### src/rtl/fitbit_pkg.sv
`default_nettype none
// ---------------------------------------------------------------------------
// fitbit_pkg : shared constants and helpers for the step-rate front end
// Rev 1.0
// ---------------------------------------------------------------------------
package fitbit_pkg;

   localparam int STEP_TOTAL_W        = 14;
   localparam int STEP_TOTAL_MAX      = 9999;
   localparam int HIGH_THRESH_DEFAULT = 2;

   // Running total that sticks at the display limit instead of wrapping.
   function automatic logic [STEP_TOTAL_W-1:0] total_next(
      input logic [STEP_TOTAL_W-1:0] total,
      input logic                    evt
   );
      if (evt && (total != STEP_TOTAL_W'(STEP_TOTAL_MAX)))
         return total + STEP_TOTAL_W'(1);
      return total;
   endfunction

endpackage
`default_nettype wire

### src/rtl/step_edge_conditioner.sv
`default_nettype none
// ---------------------------------------------------------------------------
// step_edge_conditioner : 2-flop sync, optional debounce (STEP_DEBOUNCE_EN),
// rising-edge detect producing a one-cycle step_evt per accepted step. Rev 1.0
// ---------------------------------------------------------------------------
module step_edge_conditioner
   import fitbit_pkg::*;
#(
   parameter int DEBOUNCE_CYCLES = 1000
) (
   input  logic clk,
   input  logic reset,
   input  logic step_in,
   output logic step_evt
);

   logic sync1_q, sync1_d;
   logic sync2_q, sync2_d;
   logic prev_q,  prev_d;
   logic evt_q,   evt_d;
   logic level;

   always_comb begin
      sync1_d = step_in;
      sync2_d = sync1_q;
   end

`ifdef STEP_DEBOUNCE_EN
   localparam int DB_W = $clog2(DEBOUNCE_CYCLES + 1);

   logic [DB_W-1:0] db_cnt_q, db_cnt_d;
   logic            stable_q, stable_d;

   // Counts consecutive samples that disagree with the accepted level.
   always_comb begin
      db_cnt_d = '0;
      stable_d = stable_q;
      if (sync2_q != stable_q) begin
         if (db_cnt_q == DB_W'(DEBOUNCE_CYCLES - 1))
            stable_d = sync2_q;
         else
            db_cnt_d = db_cnt_q + DB_W'(1);
      end
   end

   always_ff @(posedge clk or posedge reset) begin
      if (reset) begin
         db_cnt_q <= '0;
         stable_q <= 1'b0;
      end else begin
         db_cnt_q <= db_cnt_d;
         stable_q <= stable_d;
      end
   end

   assign level = stable_q;
`else
   // Debounce length has no effect in this build.
   if (DEBOUNCE_CYCLES < 1) begin : g_db_unused
   end

   assign level = sync2_q;
`endif

   always_comb begin
      prev_d = level;
      evt_d  = level & ~prev_q;
   end

   always_ff @(posedge clk or posedge reset) begin
      if (reset) begin
         sync1_q <= 1'b0;
         sync2_q <= 1'b0;
         prev_q  <= 1'b0;
         evt_q   <= 1'b0;
      end else begin
         sync1_q <= sync1_d;
         sync2_q <= sync2_d;
         prev_q  <= prev_d;
         evt_q   <= evt_d;
      end
   end

   assign step_evt = evt_q;

endmodule
`default_nettype wire

### src/rtl/step_rate_classifier.sv
`default_nettype none
// ---------------------------------------------------------------------------
// step_rate_classifier : per-second step window, high-activity flag, rate and
// saturating total. Optional debounce via STEP_DEBOUNCE_EN. Rev 1.0
// ---------------------------------------------------------------------------
module step_rate_classifier
   import fitbit_pkg::*;
#(
   parameter int TICKS_PER_SEC   = 100000000,
   parameter int HIGH_THRESH     = HIGH_THRESH_DEFAULT,
   parameter int CNT_W           = 8,
   parameter int DEBOUNCE_CYCLES = 1000
) (
   input  logic                    clk,
   input  logic                    reset,
   input  logic                    step_in,
   output logic                    high_activity,
   output logic [CNT_W-1:0]        steps_last_sec,
   output logic                    sec_tick,
   output logic [STEP_TOTAL_W-1:0] step_total
);

   localparam int WIN_W = $clog2(TICKS_PER_SEC);

   logic                    step_evt;
   logic                    terminal;
   logic [CNT_W-1:0]        win_inc;
   logic [WIN_W-1:0]        win_cnt_q, win_cnt_d;
   logic [CNT_W-1:0]        win_steps_q, win_steps_d;
   logic [CNT_W-1:0]        steps_last_sec_q, steps_last_sec_d;
   logic                    high_q, high_d;
   logic [STEP_TOTAL_W-1:0] total_q, total_d;

   step_edge_conditioner #(
      .DEBOUNCE_CYCLES (DEBOUNCE_CYCLES)
   ) u_cond (
      .clk      (clk),
      .reset    (reset),
      .step_in  (step_in),
      .step_evt (step_evt)
   );

   always_comb begin
      terminal = (win_cnt_q == WIN_W'(TICKS_PER_SEC - 1));
      // A step landing on the terminal cycle belongs to the closing window.
      win_inc  = (step_evt && (win_steps_q != '1)) ? win_steps_q + CNT_W'(1) : win_steps_q;

      win_cnt_d        = terminal ? '0 : win_cnt_q + WIN_W'(1);
      win_steps_d      = win_inc;
      steps_last_sec_d = steps_last_sec_q;
      high_d           = high_q;
      if (terminal) begin
         win_steps_d      = '0;
         steps_last_sec_d = win_inc;
         high_d           = (32'(win_inc) >= HIGH_THRESH);
      end
      total_d = total_next(total_q, step_evt);
   end

   always_ff @(posedge clk or posedge reset) begin
      if (reset) begin
         win_cnt_q        <= '0;
         win_steps_q      <= '0;
         steps_last_sec_q <= '0;
         high_q           <= 1'b0;
         total_q          <= '0;
      end else begin
         win_cnt_q        <= win_cnt_d;
         win_steps_q      <= win_steps_d;
         steps_last_sec_q <= steps_last_sec_d;
         high_q           <= high_d;
         total_q          <= total_d;
      end
   end

   assign sec_tick       = terminal;
   assign high_activity  = high_q;
   assign steps_last_sec = steps_last_sec_q;
   assign step_total     = total_q;

endmodule
`default_nettype wire

### config.mk
export PLATFORM = sky130hd
export DESIGN_NAME = step_rate_classifier
export DESIGN_NICKNAME = d
export VERILOG_FILES = /design/src/rtl/fitbit_pkg.sv /design/src/rtl/step_edge_conditioner.sv /design/src/rtl/step_rate_classifier.sv
export SDC_FILE = /design/constraint.sdc
export NUM_CORES = 1
export LEC_CHECK = 0
export CAP_MARGIN = 30
export CORE_UTILIZATION = 55
export CTS_BUF_LIST = sky130_fd_sc_hd__clkbuf_16
export DETAILED_ROUTE_END_ITERATION = 12
export GPL_TIMING_DRIVEN = 0
export MAX_ROUTING_LAYER = met4
export PLACE_DENSITY = 0.74
export SETUP_SLACK_MARGIN = 0.5
export SLEW_MARGIN = 20
export SYNTH_ARGS = -nofsm -noshare
export SYNTH_HDL_FRONTEND = slang
export SYNTH_HIERARCHICAL = 1
export SYNTH_SLANG_ARGS = --single-unit
### constraint.sdc
create_clock -name clk -period 3.26 [get_ports clk]
set_input_delay 0.978 -clock clk [delete_from_list [all_inputs] [get_ports clk]]
set_output_delay 0.978 -clock clk [all_outputs]
set_load 0.02 [all_outputs]
# Yosys cells after proc, flatten, opt, wreduce, memory -nomap -nowiden
# Index checks and enable logic that the tools add are counted.
[totals]
ff_bits = 62
latch_bits = 0
ram_bits = 0
mem_bits_ro = 0
output_inout_bits = 24
memories = 0
[op_classes]
add_sub_neg = 3
n_mul = 0
div = 0
magnitude_cmp = 1
eq_ne = 3
shifts = 0
mux = 5
bitwise_logic = 2
n_reduce_logical = 2
[ops]
columns = ["op", "count"]
rows = [
  ["$add A27 B1 Y27 const B", 1],
  ["$eq A27 B27 Y1 const B", 1],
  ["$mux W27", 1],
  ["$mux W8", 2],
  ["$add A14 B1 Y14 const B", 1],
  ["$mux W14", 1],
  ["$ne A14 B14 Y1 const B", 1],
  ["$add A8 B1 Y8 const B", 1],
  ["$ge A8 B2 Y1 const B", 1],
  ["$ne A8 B8 Y1 const B", 1],
  ["$logic_and A1 B1 Y1", 2],
  ["$and A1 B1 Y1", 1],
  ["$mux W1", 1],
  ["$not A1 Y1", 1],
]

# Depth between registers and ports, before layout
# Gate-level depths: netlist (run 1).
[logic_depth]
ltp_word = 4
depth_mapped = 8
ltp_nobuf = 6

# Hierarchy
# The synthesis (run 1) kept the hierarchy.
[by_module_without_submodules]
columns = ["module", "n_inst", "cells_per_inst", "area_per_inst_um2", "seq_area_each_um2"]
rows = [
  ["step_rate_classifier", 1, 283, 2813.9, 1451.4],
  ["step_edge_conditioner", 1, 6, 117.6, 100.1],
]

# Least setup slack after synthesis (run 1)
# No wires, ideal clock.
[synth_timing]
path_type = "reg2out"
from = "register win_cnt_q[0]"
to = "output sec_tick"
t_arrival_ns = 1.777
required_time_ns = 2.282
path_slack_ns = 0.505
stages_incl_launch_ff = 8
n_path_buf = 2
path_cell_list = "dfrtp_1 ha_1 nand4_1 or2_2 clkbuf_1 or3_1 clkbuf_1 inv_1"
[synth_between]
elab_chain_cells = 1
[synth_rtl]
columns = ["item", "line", "source"]
rows = [
  ["from (decl)", "step_rate_classifier.sv:28", "logic [WIN_W-1:0] win_cnt_q, win_cnt_d;"],
  ["from (signal assigned)", "step_rate_classifier.sv:68", "win_cnt_q <= win_cnt_d;"],
  ["$eq A27 B27 Y1", "step_rate_classifier.sv:44", "terminal = (win_cnt_q == WIN_W'(TICKS_PER_SEC - 1));"],
  ["to (decl)", "step_rate_classifier.sv:19", "output logic sec_tick,"],
]
# Every way passes these cells.

# Worst setup path after layout (run 1)
# Same ends and word-level chain as after synthesis.

==> flow_summary.ini, run 1 <==
[die]
rows = 26
initial_core_util_pct = 57.4
design.portCount = 27
die_area_um2 = 5630
floorplan_die_width_um = 75.0
floorplan.core_area_um2 = 5110
dieHeight_um = 75.0

[timing]
final.period_utilization_pct = 91.3
worst-slew-pin-transition_ns = 0.718
rsz0062_at_grt = yes
period_needed_ns = 2.98
max_clock_freq_mhz = 336
timing.clock.skew_ns = 0.00591
timing.final.setup_violations = 0
drv_slew = 0
finalHoldViolCount = 0
setup_slack_ns = 0.284
slew-limit-headroom_pct = 52.2

[layout]
mostFrequentLayoutCells = dfrtp_1, nor2_1, xnor2_1, nand2_1, clkdlybuf4s50_1
final_common_cell = dfrtp_1
fin_util_pct = 71.4
synthToLayoutAreaGrowth_pct = 24.4
n_antenna_cell = 0
layoutNonFillerInstCount = 411
design_area_um2 = 3650
drive_gt1_share_pct = 13.8
finalNetCount = 343

[worst_setup_path]
r2r-end = steps_last_sec[1]
timing.critical_path.from_type = flip-flop
timing.critical_path.required_ns = 2.28
crit_path_max_incr_delay_ns = 0.35
critical-path-slowest-cell = dfrtp_1
critPathMostFrequentCell = clkbuf_8
crit_family = simple AND/OR/NAND/NOR gates
cp_num_buf_inv = 4
ff2ff_setup_slack_ns = 1.17
cp.arrival_ns = 2.00
reg2regPathDepth = 9
crit_path_end_kind = output port
critical_path.max_fanout = 2
r2r_start = win_cnt_q[0]
path_class = reg -> out
crit_path_cell_trace = ha_2 > nand4_1 > or2_4 > clkbuf_8 > or3_1 > clkbuf_8 > inv_2 > buf_6

[min_path]
holdPathStages = 0
min_to = u_cond/level
worst_hold_check_path_type = reg -> reg
hold_start = u_cond/sync1_q

[drt]
route.antenna.remaining_nets = 0
dr.pass1.iters = 4
post_drt_wl_per_cell_um = 14.0
vias = 2222
drt-initial-drc-count = 172
drc = 0
post_drt_via_cell_ratio = 5.41
detail_route.wirelength_mm = 5.74

[power]
power.total_mw = 2.08
switching_share_pct = 28.3
power_density_relative_to_cell_area_nw_per_um2 = 571
ir_drop_mv = 0.448
clock_power_share_pct = 38.4
p_sw_mw = 0.589
cellLeakagePower_nw = 1.66
internal_mw = 1.49
pwr-share-seq_pct = 44.2
power.combinational.fraction_pct = 17.4

[placement]
routabilityCongestion = 0.863
port_buffers = 26
placedCellCount = 385
place_area_um2 = 3280
dp_slack_ns = -0.210
post-dp-hpwl_mm = 3.75

[yosys]
post_synth_and_or_nand_nor_area_fraction_pct = 24.5
synth_compound_area_share_pct = 6.96
synth.net_count = 295
ys_seq_elements = 62
yosysWarnings = 6
ys_seq_area_share_pct = 52.9
synth_area_per_cell_um2 = 10.1
synth-xor-area-share_pct = 10.8
synth_fa_ha_area_share_pct = 1.28
dominant_combinational_cell_family_by_area_after_synthesis = simple AND/OR/NAND/NOR gates
synth.distinct_cells = 40
cells_after_synthesis = 289
synth.mux.area_fraction_pct = 0.683
summed_instance_area_of_the_synthesized_netlist_um2 = 2930

[grt]
grt_antenna_before_repair = 0
grt_max_degree = 59
via_count_of_the_first_global_routing_pass = 2014
gr-total-overflow = 0
groute.usage.overall_pct = 24.0
grt_pass1_wl_mm = 9.49

[cts]
cts-root-to-sink-buffers = 2
post_cts_hold_buffer_count = 0
cts_htree_levels = 3
cts.reportedPaths.clkPinSlew_ns = 0.05
clk-insertion-delay-late_ns = 0.32
cts_tree = done
cts.root.buffer_cell = clkbuf_16
numCtsBuffers = 9
cts.sink_count = 62

[job]
drv.max_cap_violation_count = 0

[run_status]
status = finished clean
## layout make-up
class / instances / area (µm²)
Clock inverter: 6 / 23.8
Fill cell: 385 / 1460
Timing Repair Buffer: 37 / 344
Clock buffer: 9 / 225
Multi-Input combinational cell: 207 / 1310
Inverter: 9 / 36.3
Buffer: 11 / 70.1
Tap cell: 70 / 87.6
Sequential cell: 62 / 1550
## sequential cells by signal (all words and copies together) (netlist names)
signal,count
high_activity,1
win_cnt_q,27
u_cond/step_evt,1
win_steps_q,8
u_cond/level,1
steps_last_sec,8
u_cond/sync1_q,1
step_total,14
u_cond/prev_q,1
## cells in the mapped netlist
master / count / share of area (%)
a211o_1: 1 / 0.30
a21oi_1: 12 / 2.0
a21oi_2: 1 / 0.30
a31oi_1: 1 / 0.21
and2_1: 1 / 0.21
and3_1: 9 / 1.9
and3_2: 1 / 0.26
and4_1: 2 / 0.60
and4_2: 1 / 0.34
and4_4: 1 / 0.38
buf_2: 7 / 1.2
clkbuf_1: 4 / 0.51
dfrtp_1: 62 / 53
ha_1: 3 / 1.3
inv_1: 9 / 1.2
mux2i_1: 2 / 0.68
nand2_1: 25 / 3.2
nand2b_1: 1 / 0.21
nand3_1: 19 / 3.2
nand4_1: 15 / 3.2
nand4_4: 1 / 0.73
nand4bb_1: 1 / 0.38
nor2_1: 37 / 4.7
nor2b_1: 1 / 0.21
nor2b_4: 1 / 0.47
nor3_1: 4 / 0.68
nor3_4: 1 / 0.55
nor4_1: 2 / 0.43
nor4b_1: 1 / 0.30
o21ai_0: 11 / 1.9
o31a_1: 1 / 0.30
o32ai_1: 1 / 0.30
o41a_1: 1 / 0.38
o41ai_1: 1 / 0.30
o41ai_4: 1 / 0.94
or2_2: 3 / 0.64
or3_1: 7 / 1.5
or4b_1: 1 / 0.34
xnor2_1: 25 / 7.5
xor2_1: 11 / 3.3
## worst max path at each step
stage,startpoint,cells past startpoint,end
3_3_place_gp,reset,2,win_cnt_q[9]
5_1_grt,win_cnt_q[0],8,sec_tick
3_5_place_dp,win_cnt_q[0],8,sec_tick
2_1_floorplan,win_cnt_q[0],7,sec_tick
4_1_cts,win_cnt_q[0],8,sec_tick
6_report,win_cnt_q[0],8,sec_tick
## metrics by stage
step / setup TNS, ns / hold slack (ns)
2_1_floorplan: 0 / 0.331
3_3_place_gp: -12.45 / 0.335
3_5_place_dp: -0.210 / 0.339
4_1_cts: 0 / 0.351
5_1_grt: 0 / 0.362
6_report: 0 / 0.348
## per-layer routing
metal	part of all wire, %	vias up	GRT usage [%]
li1	-	1099	-
met1	48	1067	33.1
met2	46	48	34.3
met3	4.9	8	4.42
met4	1.4	0	11.3
met5	0	-	-
## power groups by stage
stage / Sequential [mW] / Clock [mW] / Combinational [mW]
2_1_floorplan: 0.956 / 0 / 0.209
3_3_place_gp: 0.928 / 0 / 0.352
3_5_place_dp: 0.931 / 0 / 0.363
4_1_cts: 0.919 / 0.812 / 0.365
5_1_grt: 0.930 / 0.845 / 0.403
6_report: 0.920 / 0.799 / 0.363
## logic make-up after synthesis
family,count (synthesis)
AND/OR/NAND/NOR,135
multiplexers,2
XOR/XNOR,36
AO/OA/AOI/OAI,31
adder cells (fa/ha/maj),3
buffers and inverters,20
flip-flops,62
## timing repair
action / CTS / global route
setup buffers: 6 / 5
pin swaps: 4 / 4
gates resized for setup: 16 / 1
hold endpoints to repair: 0 / 0
setup endpoints to repair: 1 / 1
(Power assumes the default switching activity.)
==> run 2: changes to the inputs <==
==> constraint.sdc (replaced) <==
create_clock -name clk -period 3.26 [get_ports clk]
set_input_delay 0.978 -clock clk [delete_from_list [all_inputs] [get_ports clk]]
set_output_delay 0.978 -clock clk [all_outputs]
set_load 0.1 [all_outputs]
==> flow_summary.ini, run 2 (synthesis results as in run 1) <==
[timing]
rsz0062_at_grt = yes
worst-slew-pin-transition_ns = 0.971
final.period_utilization_pct = 95.1
timing.final.setup_violations = 0
drv_slew = 0
slew-limit-headroom_pct = 35.5
max_clock_freq_mhz = 323
period_needed_ns = 3.10
finalHoldViolCount = 0
hold_ws_ns = 0.351
setup_slack_ns = 0.161
timing.clock.skew_ns = 0.00504

[grt]
gr-total-overflow = 0
groute.usage.overall_pct = 24.7
grt_max_degree = 59
grt_antenna_before_repair = 0
grt_pass1_wl_mm = 9.82
via_count_of_the_first_global_routing_pass = 2108

[worst_setup_path]
timing.critical_path.required_ns = 2.28
cp.arrival_ns = 2.12
r2r_start = win_cnt_q[0]
crit_path_max_incr_delay_ns = 0.48
crit_path_cell_trace = nor3_2 > nand4bb_1 > or3_4 > clkbuf_8 > clkinvlp_4 > buf_12
crit_family = simple AND/OR/NAND/NOR gates
critPathLaunch = win_cnt_q[12]
cp_num_buf_inv = 3
crit_path_end_kind = output port
timing.critical_path.from_type = flip-flop
path_class = reg -> out
critical-path-slowest-cell = dfrtp_1
critical_path.max_fanout = 6

[drt]
vias = 2233
post_drt_via_cell_ratio = 5.49
dr.pass1.iters = 4
drc = 0
drt-initial-drc-count = 192
detail_route.wirelength_mm = 5.86
post_drt_wl_per_cell_um = 14.4
route.antenna.remaining_nets = 0

[placement]
dp_slack_ns = -0.625
port_buffers = 26
post-dp-hpwl_mm = 3.78
routabilityCongestion = 0.798

[min_path]
hold_start = u_cond/sync1_q
worst_hold_check_path_type = reg -> reg

[cts]
clk-insertion-delay-late_ns = 0.32
cts-root-to-sink-buffers = 2
numCtsBuffers = 9
cts.root.buffer_cell = clkbuf_16
post_cts_hold_buffer_count = 0
cts_htree_levels = 3
cts_tree = done
cts.reportedPaths.clkPinSlew_ns = 0.05
cts.sink_count = 62

[die]
die_area_um2 = 5630
design.portCount = 27
initial_core_util_pct = 57.4
floorplan.core_area_um2 = 5110
dieHeight_um = 75.0
floorplan_die_width_um = 75.0
rows = 26

[layout]
largest_register_ff_count = 27
mostFrequentLayoutCells = dfrtp_1, nor2_1, xnor2_1, nand2_1, dlygate4sd2_1
drive_gt1_share_pct = 13.9
final_common_cell = dfrtp_1
fillCellCount = 401
n_antenna_cell = 0
finalNetCount = 339
synthToLayoutAreaGrowth_pct = 24.2
fin_util_pct = 71.3
max_flop_register = win_cnt_q

[run_status]
status = finished clean

[power]
power_density_relative_to_cell_area_nw_per_um2 = 647
cellLeakagePower_nw = 1.74
power.total_mw = 2.36
ir_drop_mv = 0.492

[job]
drv.max_cap_violation_count = 0
run 2: what timing repair did:
| item | CTS | global route |
|---|---|---|
| setup endpoints to repair | 24 | 1 |
| resized for setup | 35 | 0 |
| pin swaps | 3 | 0 |
| buffers inserted | 7 | 0 |
run 2: metal layers:
layer | wire length, µm | vias up | global-route usage [%]
met4 | 49 | 0 | 7.34
met1 | 2860 | 1087 | 33.9
li1 | - | 1094 | -
met5 | 0 | - | -
met2 | 2720 | 46 | 35.0
met3 | 235 | 6 | 8.03
run 2: worst paths after layout:
check                                    end  slack (ns)  cells after the start
max                                 sec_tick        0.16                      6
min                             u_cond/level        0.35                      0
max reg2reg                steps_last_sec[7]        1.19                      9
min reg2reg                     u_cond/level        0.35                      0
max in group asynchronous       win_cnt_q[7]        1.64                      2
min in group asynchronous     u_cond/sync1_q        0.93                      2
run 2: area by class of cell:
cell class | instances | area [µm²] | area share [%]
multi-input combinational | 207 | 1320 | 36.2
clock inverter | 6 | 55.1 | 1.51
buffer | 11 | 70.1 | 1.92
inverter | 9 | 40.0 | 1.10
tap | 70 | 87.6 | 2.41
clock buffer | 9 | 225 | 6.19
sequential | 62 | 1550 | 42.6
timing repair buffer | 33 | 294 | 8.08
run 2: metrics by stage:
stage | setup TNS [ns] | cell area, µm² | std cells
after global placement | -13.51 | 3310 | 385
after global routing | 0 | 3640 | 407
after CTS | 0 | 3640 | 407
after floorplan | 0 | 2960 | 289
final | 0 | 3640 | 407
after detailed placement | -0.625 | 3310 | 385
run 2: power breakdown:
part           total [mW]  leakage, nW  switching [mW]  internal (mW)
Clock               0.894        0.140           0.317          0.578
Sequential          0.924        0.826          0.0840          0.840
Combinational       0.539        0.775           0.405          0.134
Total                2.36         1.74           0.806           1.55
